### src/rtl/adder_pkg.sv
// rtl/adder_pkg.sv - shared constants and saturation helper for the pipelined adder
package adder_pkg;

    localparam int ARCH_SYNTH = 0;
    localparam int ARCH_RCA   = 1;

    localparam int SAT_WRAP = 0;
    localparam int SAT_SAT  = 1;

    localparam int SAT_MAX_W = 1024;

    // Positive overflow wraps to a negative raw result (msb=1), so msb=1 selects MAX.
    function automatic logic [SAT_MAX_W-1:0] sat_value(input logic msb, input int unsigned width);
        logic [SAT_MAX_W-1:0] w_min;
        w_min = SAT_MAX_W'(1) << (width - 1);
        return msb ? (w_min - SAT_MAX_W'(1)) : w_min;
    endfunction

endpackage

### src/rtl/pipelined_adder_if.sv
// rtl/pipelined_adder_if.sv - operand/result stream bundle between producer, adder and consumer
interface pipelined_adder_if #(
    parameter int PARALLELISM = 32
);
    logic                   in_valid;
    logic                   in_ready;
    logic [PARALLELISM-1:0] add1;
    logic [PARALLELISM-1:0] add0;
    logic                   carry_in;
    logic                   op_sub;
    logic                   out_valid;
    logic                   out_ready;
    logic [PARALLELISM-1:0] sum;
    logic                   carry_out;
    logic                   overflow;

    modport master (
        output in_valid, add1, add0, carry_in, op_sub, out_ready,
        input  in_ready, out_valid, sum, carry_out, overflow
    );

    modport slave (
        input  in_valid, add1, add0, carry_in, op_sub, out_ready,
        output in_ready, out_valid, sum, carry_out, overflow
    );
endinterface

### src/rtl/adder_segment.sv
// rtl/adder_segment.sv - combinational W-bit adder slice exposing carry out and carry into its top bit
module adder_segment
    import adder_pkg::*;
#(
    parameter int W         = 8,
    parameter int ARCH_TYPE = ARCH_SYNTH
) (
    input  logic [W-1:0] i_a,
    input  logic [W-1:0] i_b,
    input  logic         i_ci,
    output logic [W-1:0] o_s,
    output logic         o_co,
    output logic         o_c_msb
);

    generate
        if (ARCH_TYPE == ARCH_RCA) begin : g_rca
            logic [W:0] w_c;

            always_comb begin
                w_c    = '0;
                w_c[0] = i_ci;
                for (int i = 0; i < W; i++) begin
                    w_c[i+1] = (i_a[i] & i_b[i]) | (w_c[i] & (i_a[i] ^ i_b[i]));
                end
            end

            assign o_s     = i_a ^ i_b ^ w_c[W-1:0];
            assign o_co    = w_c[W];
            assign o_c_msb = w_c[W-1];
        end else begin : g_synth
            logic [W:0] w_full;

            assign w_full  = {1'b0, i_a} + {1'b0, i_b} + {{W{1'b0}}, i_ci};
            assign o_s     = w_full[W-1:0];
            assign o_co    = w_full[W];
            // Carry into the top bit recovered from its sum bit.
            assign o_c_msb = i_a[W-1] ^ i_b[W-1] ^ w_full[W-1];
        end
    endgenerate

endmodule

### src/rtl/pipelined_adder.sv
// rtl/pipelined_adder.sv - segmented, valid/ready pipelined signed add/sub with overflow and optional saturation
module pipelined_adder
    import adder_pkg::*;
#(
    parameter int PARALLELISM = 32,
    parameter int STAGES      = 4,
    parameter int SAT_MODE    = SAT_WRAP,
    parameter int ARCH_TYPE   = ARCH_SYNTH
) (
    input  logic             clk,
    input  logic             rst_n,
    pipelined_adder_if.slave bus
);

    localparam int P   = PARALLELISM;
    localparam int SEG = PARALLELISM / STAGES;

    generate
        if (P < 2 || STAGES < 1 || STAGES > P || (P % STAGES) != 0 || P > SAT_MAX_W) begin : g_bad_params
            $error("pipelined_adder: PARALLELISM must be >= 2 and a multiple of STAGES");
        end
    endgenerate

    logic [STAGES-1:0] r_v;
    logic [STAGES-1:0] r_c;
    logic [P-1:0]      r_a [STAGES];
    logic [P-1:0]      r_b [STAGES];
    logic [P-1:0]      r_s [STAGES];
    logic              r_ovf;

    logic [STAGES:0]   w_ld;
    logic [STAGES-1:0] w_v_in;
    logic [STAGES-1:0] w_c_in;
    logic [STAGES-1:0] w_co;
    logic              w_c_msb [STAGES];
    logic [P-1:0]      w_a_in  [STAGES];
    logic [P-1:0]      w_b_in  [STAGES];
    logic [P-1:0]      w_s_in  [STAGES];
    logic [P-1:0]      w_s_out [STAGES];
    logic [SEG-1:0]    w_seg   [STAGES];
    logic              w_ovf;
    logic [P-1:0]      w_sum_fin;

    // Load chain runs from the output back to the input, so a drain frees every stage behind it.
    always_comb begin
        w_ld         = '0;
        w_ld[STAGES] = bus.out_ready;
        for (int k = STAGES - 1; k >= 0; k--) begin
            w_ld[k] = ~r_v[k] | w_ld[k+1];
        end
    end

    assign bus.in_ready = w_ld[0];

    generate
        for (genvar k = 0; k < STAGES; k++) begin : g_stage
            if (k == 0) begin : g_first
                assign w_v_in[0] = bus.in_valid;
                assign w_a_in[0] = bus.add1;
                assign w_b_in[0] = bus.op_sub ? ~bus.add0 : bus.add0;
                assign w_c_in[0] = bus.op_sub ^ bus.carry_in;
                assign w_s_in[0] = '0;
            end else begin : g_next
                assign w_v_in[k] = r_v[k-1];
                assign w_a_in[k] = r_a[k-1];
                assign w_b_in[k] = r_b[k-1];
                assign w_c_in[k] = r_c[k-1];
                assign w_s_in[k] = r_s[k-1];
            end

            adder_segment #(
                .W         (SEG),
                .ARCH_TYPE (ARCH_TYPE)
            ) u_seg (
                .i_a     (w_a_in[k][k*SEG +: SEG]),
                .i_b     (w_b_in[k][k*SEG +: SEG]),
                .i_ci    (w_c_in[k]),
                .o_s     (w_seg[k]),
                .o_co    (w_co[k]),
                .o_c_msb (w_c_msb[k])
            );

            // Bits above this segment are still zero, so OR-ing in the new slice is exact.
            assign w_s_out[k] = w_s_in[k] | (P'(w_seg[k]) << (k * SEG));
        end
    endgenerate

    assign w_ovf     = w_c_msb[STAGES-1] ^ w_co[STAGES-1];
    assign w_sum_fin = (SAT_MODE == SAT_SAT && w_ovf) ? P'(sat_value(w_s_out[STAGES-1][P-1], P))
                                                      : w_s_out[STAGES-1];

    always_ff @(posedge clk or negedge rst_n) begin
        if (!rst_n) begin
            r_v   <= '0;
            r_c   <= '0;
            r_ovf <= 1'b0;
            for (int k = 0; k < STAGES; k++) begin
                r_a[k] <= '0;
                r_b[k] <= '0;
                r_s[k] <= '0;
            end
        end else begin
            for (int k = 0; k < STAGES; k++) begin
                if (w_ld[k]) begin
                    r_v[k] <= w_v_in[k];
                    if (w_v_in[k]) begin
                        r_a[k] <= w_a_in[k];
                        r_b[k] <= w_b_in[k];
                        r_c[k] <= w_co[k];
                        r_s[k] <= (k == STAGES - 1) ? w_sum_fin : w_s_out[k];
                    end
                end
            end
            if (w_ld[STAGES-1] && w_v_in[STAGES-1]) begin
                r_ovf <= w_ovf;
            end
        end
    end

    assign bus.out_valid = r_v[STAGES-1];
    assign bus.sum       = r_s[STAGES-1];
    assign bus.carry_out = r_c[STAGES-1];
    assign bus.overflow  = r_ovf;

endmodule

### src/flat_wrapper.sv
// flat-port wrapper written by rule: the top's interface ports become plain ports
module pipelined_adder_flat import adder_pkg::*;
#(
    parameter int PARALLELISM = 32,
    parameter int STAGES      = 4,
    parameter int SAT_MODE    = SAT_WRAP,
    parameter int ARCH_TYPE   = ARCH_SYNTH
)
  (clk, rst_n, bus_in_valid, bus_add1, bus_add0, bus_carry_in, bus_op_sub, bus_out_ready, bus_in_ready, bus_out_valid, bus_sum, bus_carry_out, bus_overflow);
  pipelined_adder_if #(.PARALLELISM(PARALLELISM)) bus_i ();
  input  logic clk;
  input  logic rst_n;
  input wire logic [$bits(bus_i.in_valid)-1:0] bus_in_valid;
  input wire logic [$bits(bus_i.add1)-1:0] bus_add1;
  input wire logic [$bits(bus_i.add0)-1:0] bus_add0;
  input wire logic [$bits(bus_i.carry_in)-1:0] bus_carry_in;
  input wire logic [$bits(bus_i.op_sub)-1:0] bus_op_sub;
  input wire logic [$bits(bus_i.out_ready)-1:0] bus_out_ready;
  output wire logic [$bits(bus_i.in_ready)-1:0] bus_in_ready;
  output wire logic [$bits(bus_i.out_valid)-1:0] bus_out_valid;
  output wire logic [$bits(bus_i.sum)-1:0] bus_sum;
  output wire logic [$bits(bus_i.carry_out)-1:0] bus_carry_out;
  output wire logic [$bits(bus_i.overflow)-1:0] bus_overflow;
  assign bus_i.in_valid = bus_in_valid;
  assign bus_i.add1 = bus_add1;
  assign bus_i.add0 = bus_add0;
  assign bus_i.carry_in = bus_carry_in;
  assign bus_i.op_sub = bus_op_sub;
  assign bus_i.out_ready = bus_out_ready;
  assign bus_in_ready = bus_i.in_ready;
  assign bus_out_valid = bus_i.out_valid;
  assign bus_sum = bus_i.sum;
  assign bus_carry_out = bus_i.carry_out;
  assign bus_overflow = bus_i.overflow;
  pipelined_adder #(.PARALLELISM(PARALLELISM), .STAGES(STAGES), .SAT_MODE(SAT_MODE), .ARCH_TYPE(ARCH_TYPE)) u_core (.clk(clk), .rst_n(rst_n), .bus(bus_i));
endmodule
### config.mk
export PLATFORM = sky130hd
export DESIGN_NAME = pipelined_adder_flat
export DESIGN_NICKNAME = d
export VERILOG_FILES = /design/src/rtl/adder_pkg.sv /design/src/rtl/pipelined_adder_if.sv /design/src/rtl/adder_segment.sv /design/src/rtl/pipelined_adder.sv /design/src/flat_wrapper.sv
export SDC_FILE = /design/constraint.sdc
export NUM_CORES = 1
export LEC_CHECK = 0
export ABC_AREA = 1
export CAP_MARGIN = 20
export CORE_UTILIZATION = 61
export CTS_CLUSTER_DIAMETER = 100
export DETAILED_ROUTE_END_ITERATION = 6
export PLACE_DENSITY = 0.86
export REMOVE_ABC_BUFFERS = 1
export SKIP_LAST_GASP = 1
export SLEW_MARGIN = 20
export SYNTH_ARGS = -nofsm -noshare
export SYNTH_HDL_FRONTEND = slang
export SYNTH_HIERARCHICAL = 1
export SYNTH_SLANG_ARGS = --single-unit
### constraint.sdc
create_clock -name clk -period 4 [get_ports clk]
set_input_delay 1.2 -clock clk [delete_from_list [all_inputs] [get_ports clk]]
set_output_delay 1.2 -clock clk [all_outputs]
set_load 0.02 [all_outputs]
# Yosys cells after proc, flatten, opt, wreduce, memory -nomap -nowiden
# Index checks and enable logic that the tools add are counted.
[word_totals]
mem_count = 0
rom_bits = 0
mem_bits_rw = 0
reg_bits = 305
word_cells = 49
latchBits = 0
out_inout_bits = 36
[classes]
n_bitwise = 16
reduce_logical = 5
muxes = 1
multipliers = 0
n_eq_ne = 0
order_cmp = 0
shifts = 0
div_mod_pow = 0
add_sub_neg = 8
[ops]
columns = ["op", "n"]
rows = [
  ["adder 8 x 8 -> 9 bit", 4],
  ["adder 9 x 1 -> 9 bit", 4],
  ["two-way mux 32 bit", 1],
  ["inverter 32 bit", 1],
  ["OR 32 x 24 -> 32 bit", 1],
  ["OR 32 bit", 1],
  ["OR 8 x 16 -> 16 bit", 1],
  ["AND reduction 2 bit", 4],
  ["inverter 1 bit", 4],
  ["OR 1 bit", 4],
  ["XOR 1 bit", 4],
  ["logical AND 1 bit", 1],
]

# Logic depth before layout (Yosys ltp)
# Gate-level depths: netlist of the first run.
[depth]
ltp_word = 6
ltp_mapped = 13
ltp_nobuf = 11

# Hierarchy
# The synthesis of the first run kept the hierarchy.
[modules_own_cells]
columns = ["module", "area_each_um2", "cells_per_inst", "n_inst"]
rows = [
  ["pipelined_adder", 7722.4, 865, 1],
  ["adder_segment (u_core.g_stage[2].u_seg ...)", 370.4, 59, 2],
  ["adder_segment (u_core.g_stage[0].u_seg ...)", 357.8, 59, 2],
]

# Worst setup path after synthesis of the first run
# OpenSTA, ideal clock, no wires.
[synth_timing]
path_kind = "input port to flip-flop"
from = "input bus_op_sub"
to = "register u_core.r_c[0]"
n_path_buf = 2
stages = 13
arrival_ns = 3.046
setup_time_ns = 0.117
setup_slack_ns = 0.837
path_cell_list = "buf_2 buf_2 xor2_1 fa_1 fa_1 nand2_1 nand2_1 nand3b_1 nand2_1 nand2_1 nand2_1 nand3_1 nand2_1"
[synth_lines]
columns = ["element", "line_no", "rtl"]
rows = [
  ["start, declared", "flat_wrapper.sv:17", "input wire logic [$bits(bus_i.op_sub)-1:0] bus_op_sub;"],
  ["end signal, assigned by index", "pipelined_adder.sv:109", "r_c[k] <= w_co[k];"],
  ["end, declared", "pipelined_adder.sv:25", "logic [STAGES-1:0] r_c;"],
]

# Worst setup path after layout of the first run
[layout_timing]
from = "input bus_out_ready"
to = "output bus_in_ready"
[layout_via]
elab_chain_cells = 4
[layout_lines]
columns = ["element", "line_no", "rtl"]
rows = [
  ["start, declared", "flat_wrapper.sv:18", "input wire logic [$bits(bus_i.out_ready)-1:0] bus_out_ready;"],
  ["OR 1 bit (4 in a row)", "pipelined_adder.sv:49", "w_ld[k] = ~r_v[k] | w_ld[k+1];"],
  ["end, declared", "flat_wrapper.sv:19", "output wire logic [$bits(bus_i.in_ready)-1:0] bus_in_ready;"],
]
# Every way passes these cells.

==> results.ini, run 1 <==
[cells_and_area]
layout_common_cells = nand2_1 (494), dfrtp_1 (185), nand3_1 (161)
multi_input_comb_area_um2 = 3910
nNetsFinal = 1260
areaGrowthSynthToFinish_pct = 16.4
drive_gt1_share_pct = 6.26
fillCellCount = 1101
regArea_um2 = 4630
antennaDiodeCount = 0
stdcell_area_um2 = 10700
mostFrequentLayoutCell = nand2_1

[floorplanning]
die_w_um = 125
start_util_pct = 62.9
ioPinCount = 106
dieArea_um2 = 15500
core_um2 = 14600
die_h_um = 125
rows = 44

[timing]
hold_viol_final = 0
fin_worst_skew_ns = 0.00690
maxSlewHeadroom_pct = 44.5
finalCritPeriodShare_pct = 94.8
post-route-min-period_ns = 3.79
maxSlewViolCount = 0
setup_violations = 0
fin_tns_setup_ns = 0
fmax_ghz = 0.264
rsz0062_at_grt = no
tightest_slew_ns = 0.833

[worst_setup_path]
r2r_start = u_core/r_v[1]$_DFFE_PN0P_
cp_common_cell = clkdlybuf4s50_1
cp_cell_sequence = clkdlybuf4s50_1 > nor2_4 > nand4_2 > clkdlybuf4s50_1
crit_required_ns = 2.80
cp-start-kind = primary input
cp-end-kind = output pin
path_class = in -> out
critical_path.max_stage_delay_ns = 0.60
crit_family = buffers and inverters
cp.arrival_ns = 2.59
slowest_stage = clkdlybuf4s50_1
path_max_fanout = 2
critPathLaunch = bus_out_ready
critPathBufInv = 2

[clocking]
ctsLongestPathBuffers = 2
clock_latency_ns = 0.43
post_cts_resized = 0
root_buffer = clkbuf_16
cts_buffers = 17
cts_sinks = 185
cts_hold_buf = 0
post_cts_buffers = 0
htreeDepth = 4
cts_tree = built
clkTransAtPathRegs_ns = 0.06

[placed_design]
place.gp.congestion = 0.819
numPortBuffers = 105
hpwl_mm = 12.3
dpl_cell_area_um2 = 10100

[yosys]
synth-seq-area-share_pct = 50.4
yosysUniqueCellTypes = 25
syn_avg_cell_area_um2 = 8.34
synth_area_um2 = 9180
ys_seq_elements = 185
syn_inst = 1101
yosys_warnings = 6

[grt]
grt_max_degree = 94
grt_pass1_wl_mm = 33.0
antenna_found_initial = 0
grt_pass1_vias = 6961
grt-ovfl-total = 0
grtUsageTotal_pct = 26.2

[pwr]
vdd_ir_drop_max_v = 0.000400
leakage_nw = 5.72
powerDensity_nw_per_um2 = 700
power_mw = 7.48

[routing]
num_vias = 7200
drc = 0
wl_per_cell_um = 14.0
wirelength_mm = 18.9
viasPerCell = 5.33
antenna_left = 0
drtIter0Drc = 575
dr.pass1.iters = 5

[flow_run]
cap_viol_max_count = 0

[hold_path]
hp-class = reg -> reg
hold_start = u_core/bus.sum[27]$_DFFE_PN0P_

[status]
status = finished, final reports clean

## through the flow
stage	hold slack (ns)	util, %	worst slack [ns]	instances
final	0.468	73.3	0.209	1351
after global routing	0.485	73.3	0.162	1351
after CTS	0.475	73.3	0.204	1351
after detailed placement	0.460	69.5	0.221	1319
after global placement	0.454	69.5	0.217	1319
after floorplan	0.442	-	0.197	1012
## cell type report
class,instances,area share (%)
Tap cell,184,2.15
Inverter,39,1.37
Clock buffer,25,4.54
Clock inverter,7,0.632
Sequential cell,185,43.3
Timing Repair Buffer,123,11.4
Multi-Input combinational cell,788,36.6
## registers in the layout, summed over array words and instances (netlist names)
register             count
u_core/r_s              48
u_core/r_a              48
u_core/r_c               4
u_core/r_v               4
u_core/r_b              48
u_core/bus.sum          32
u_core/bus.overflow      1
## layer usage
| metal | vias up | routed length (µm) | track usage [%] |
|---|---|---|---|
| met1 | 3381 | 8470 | 35.3 |
| met5 | - | 0 | 0 |
| met2 | 229 | 9080 | 42.9 |
| met3 | 39 | 890 | 4.21 |
| met4 | 0 | 441 | 9.50 |
| li1 | 3551 | - | - |
## where the power goes
part / switching, mW / internal [mW] / total [mW]
Clock: 0.677 / 0.904 / 1.58
Combinational: 1.75 / 1.19 / 2.94
Sequential: 0.425 / 2.54 / 2.96
## path summary, 6_finish.rpt
path / depth (start not counted) / slack (ns) / to
worst max-delay path: 4 / 0.21 / bus_in_ready
worst min-delay path: 2 / 0.47 / u_core/bus.sum[27]$_DFFE_PN0P_
worst max register to register: 7 / 1.59 / u_core/r_b[121]$_DFFE_PN0P_
worst min register to register: 2 / 0.47 / u_core/bus.sum[27]$_DFFE_PN0P_
max in group asynchronous: 2 / 2.36 / u_core/r_b[61]$_DFFE_PN0P_
min in group asynchronous: 1 / 0.85 / u_core/r_b[111]$_DFFE_PN0P_
## cell usage after synthesis (all sizes together)
master,n,share of area [%]
nand2,501,21
dfrtp,185,50
nand3,166,9.3
buf,70,4.6
inv,39,1.6
xor2,39,3.7
ha,28,3.8
clkbuf,19,0.78
a21oi,12,0.82
nor2,12,0.65
fa,8,1.7
xnor2,7,0.67
nand3b,6,0.49
or2,6,0.46
o21ai,2,0.11
nand4,1,0.14
## cells by family (layout without fill, tap and decap cells)
family          after synthesis  after routing  share of synthesized area [%]
simple gates                692            692                           31.7
flops                       185            185                           50.4
buf+inv                     128            194                           7.02
xor+xnor                     46             46                           4.39
fa+ha+maj                    36             36                           5.56
compound gates               14             14                          0.927
## tightest hold or removal path: cells and delay by family, from the launching register on
kind / cells / cell delay (ns)
flip-flops: 1 / 0.34
AND/OR/NAND/NOR: 2 / 0.09
Power figures use the tool's default switching activity.
==> run 2, diff against run 1 <==
--- a/config.mk
+++ b/config.mk
@@ -8,7 +8,7 @@
 export ABC_AREA = 1
 export CAP_MARGIN = 20
 export CORE_UTILIZATION = 61
-export CTS_CLUSTER_DIAMETER = 100
+export CTS_CLUSTER_DIAMETER = 50
 export DETAILED_ROUTE_END_ITERATION = 6
 export PLACE_DENSITY = 0.86
 export REMOVE_ABC_BUFFERS = 1
==> results of run 2 <==
No change in the layout: final DEF, timing and power equal those of run 1.
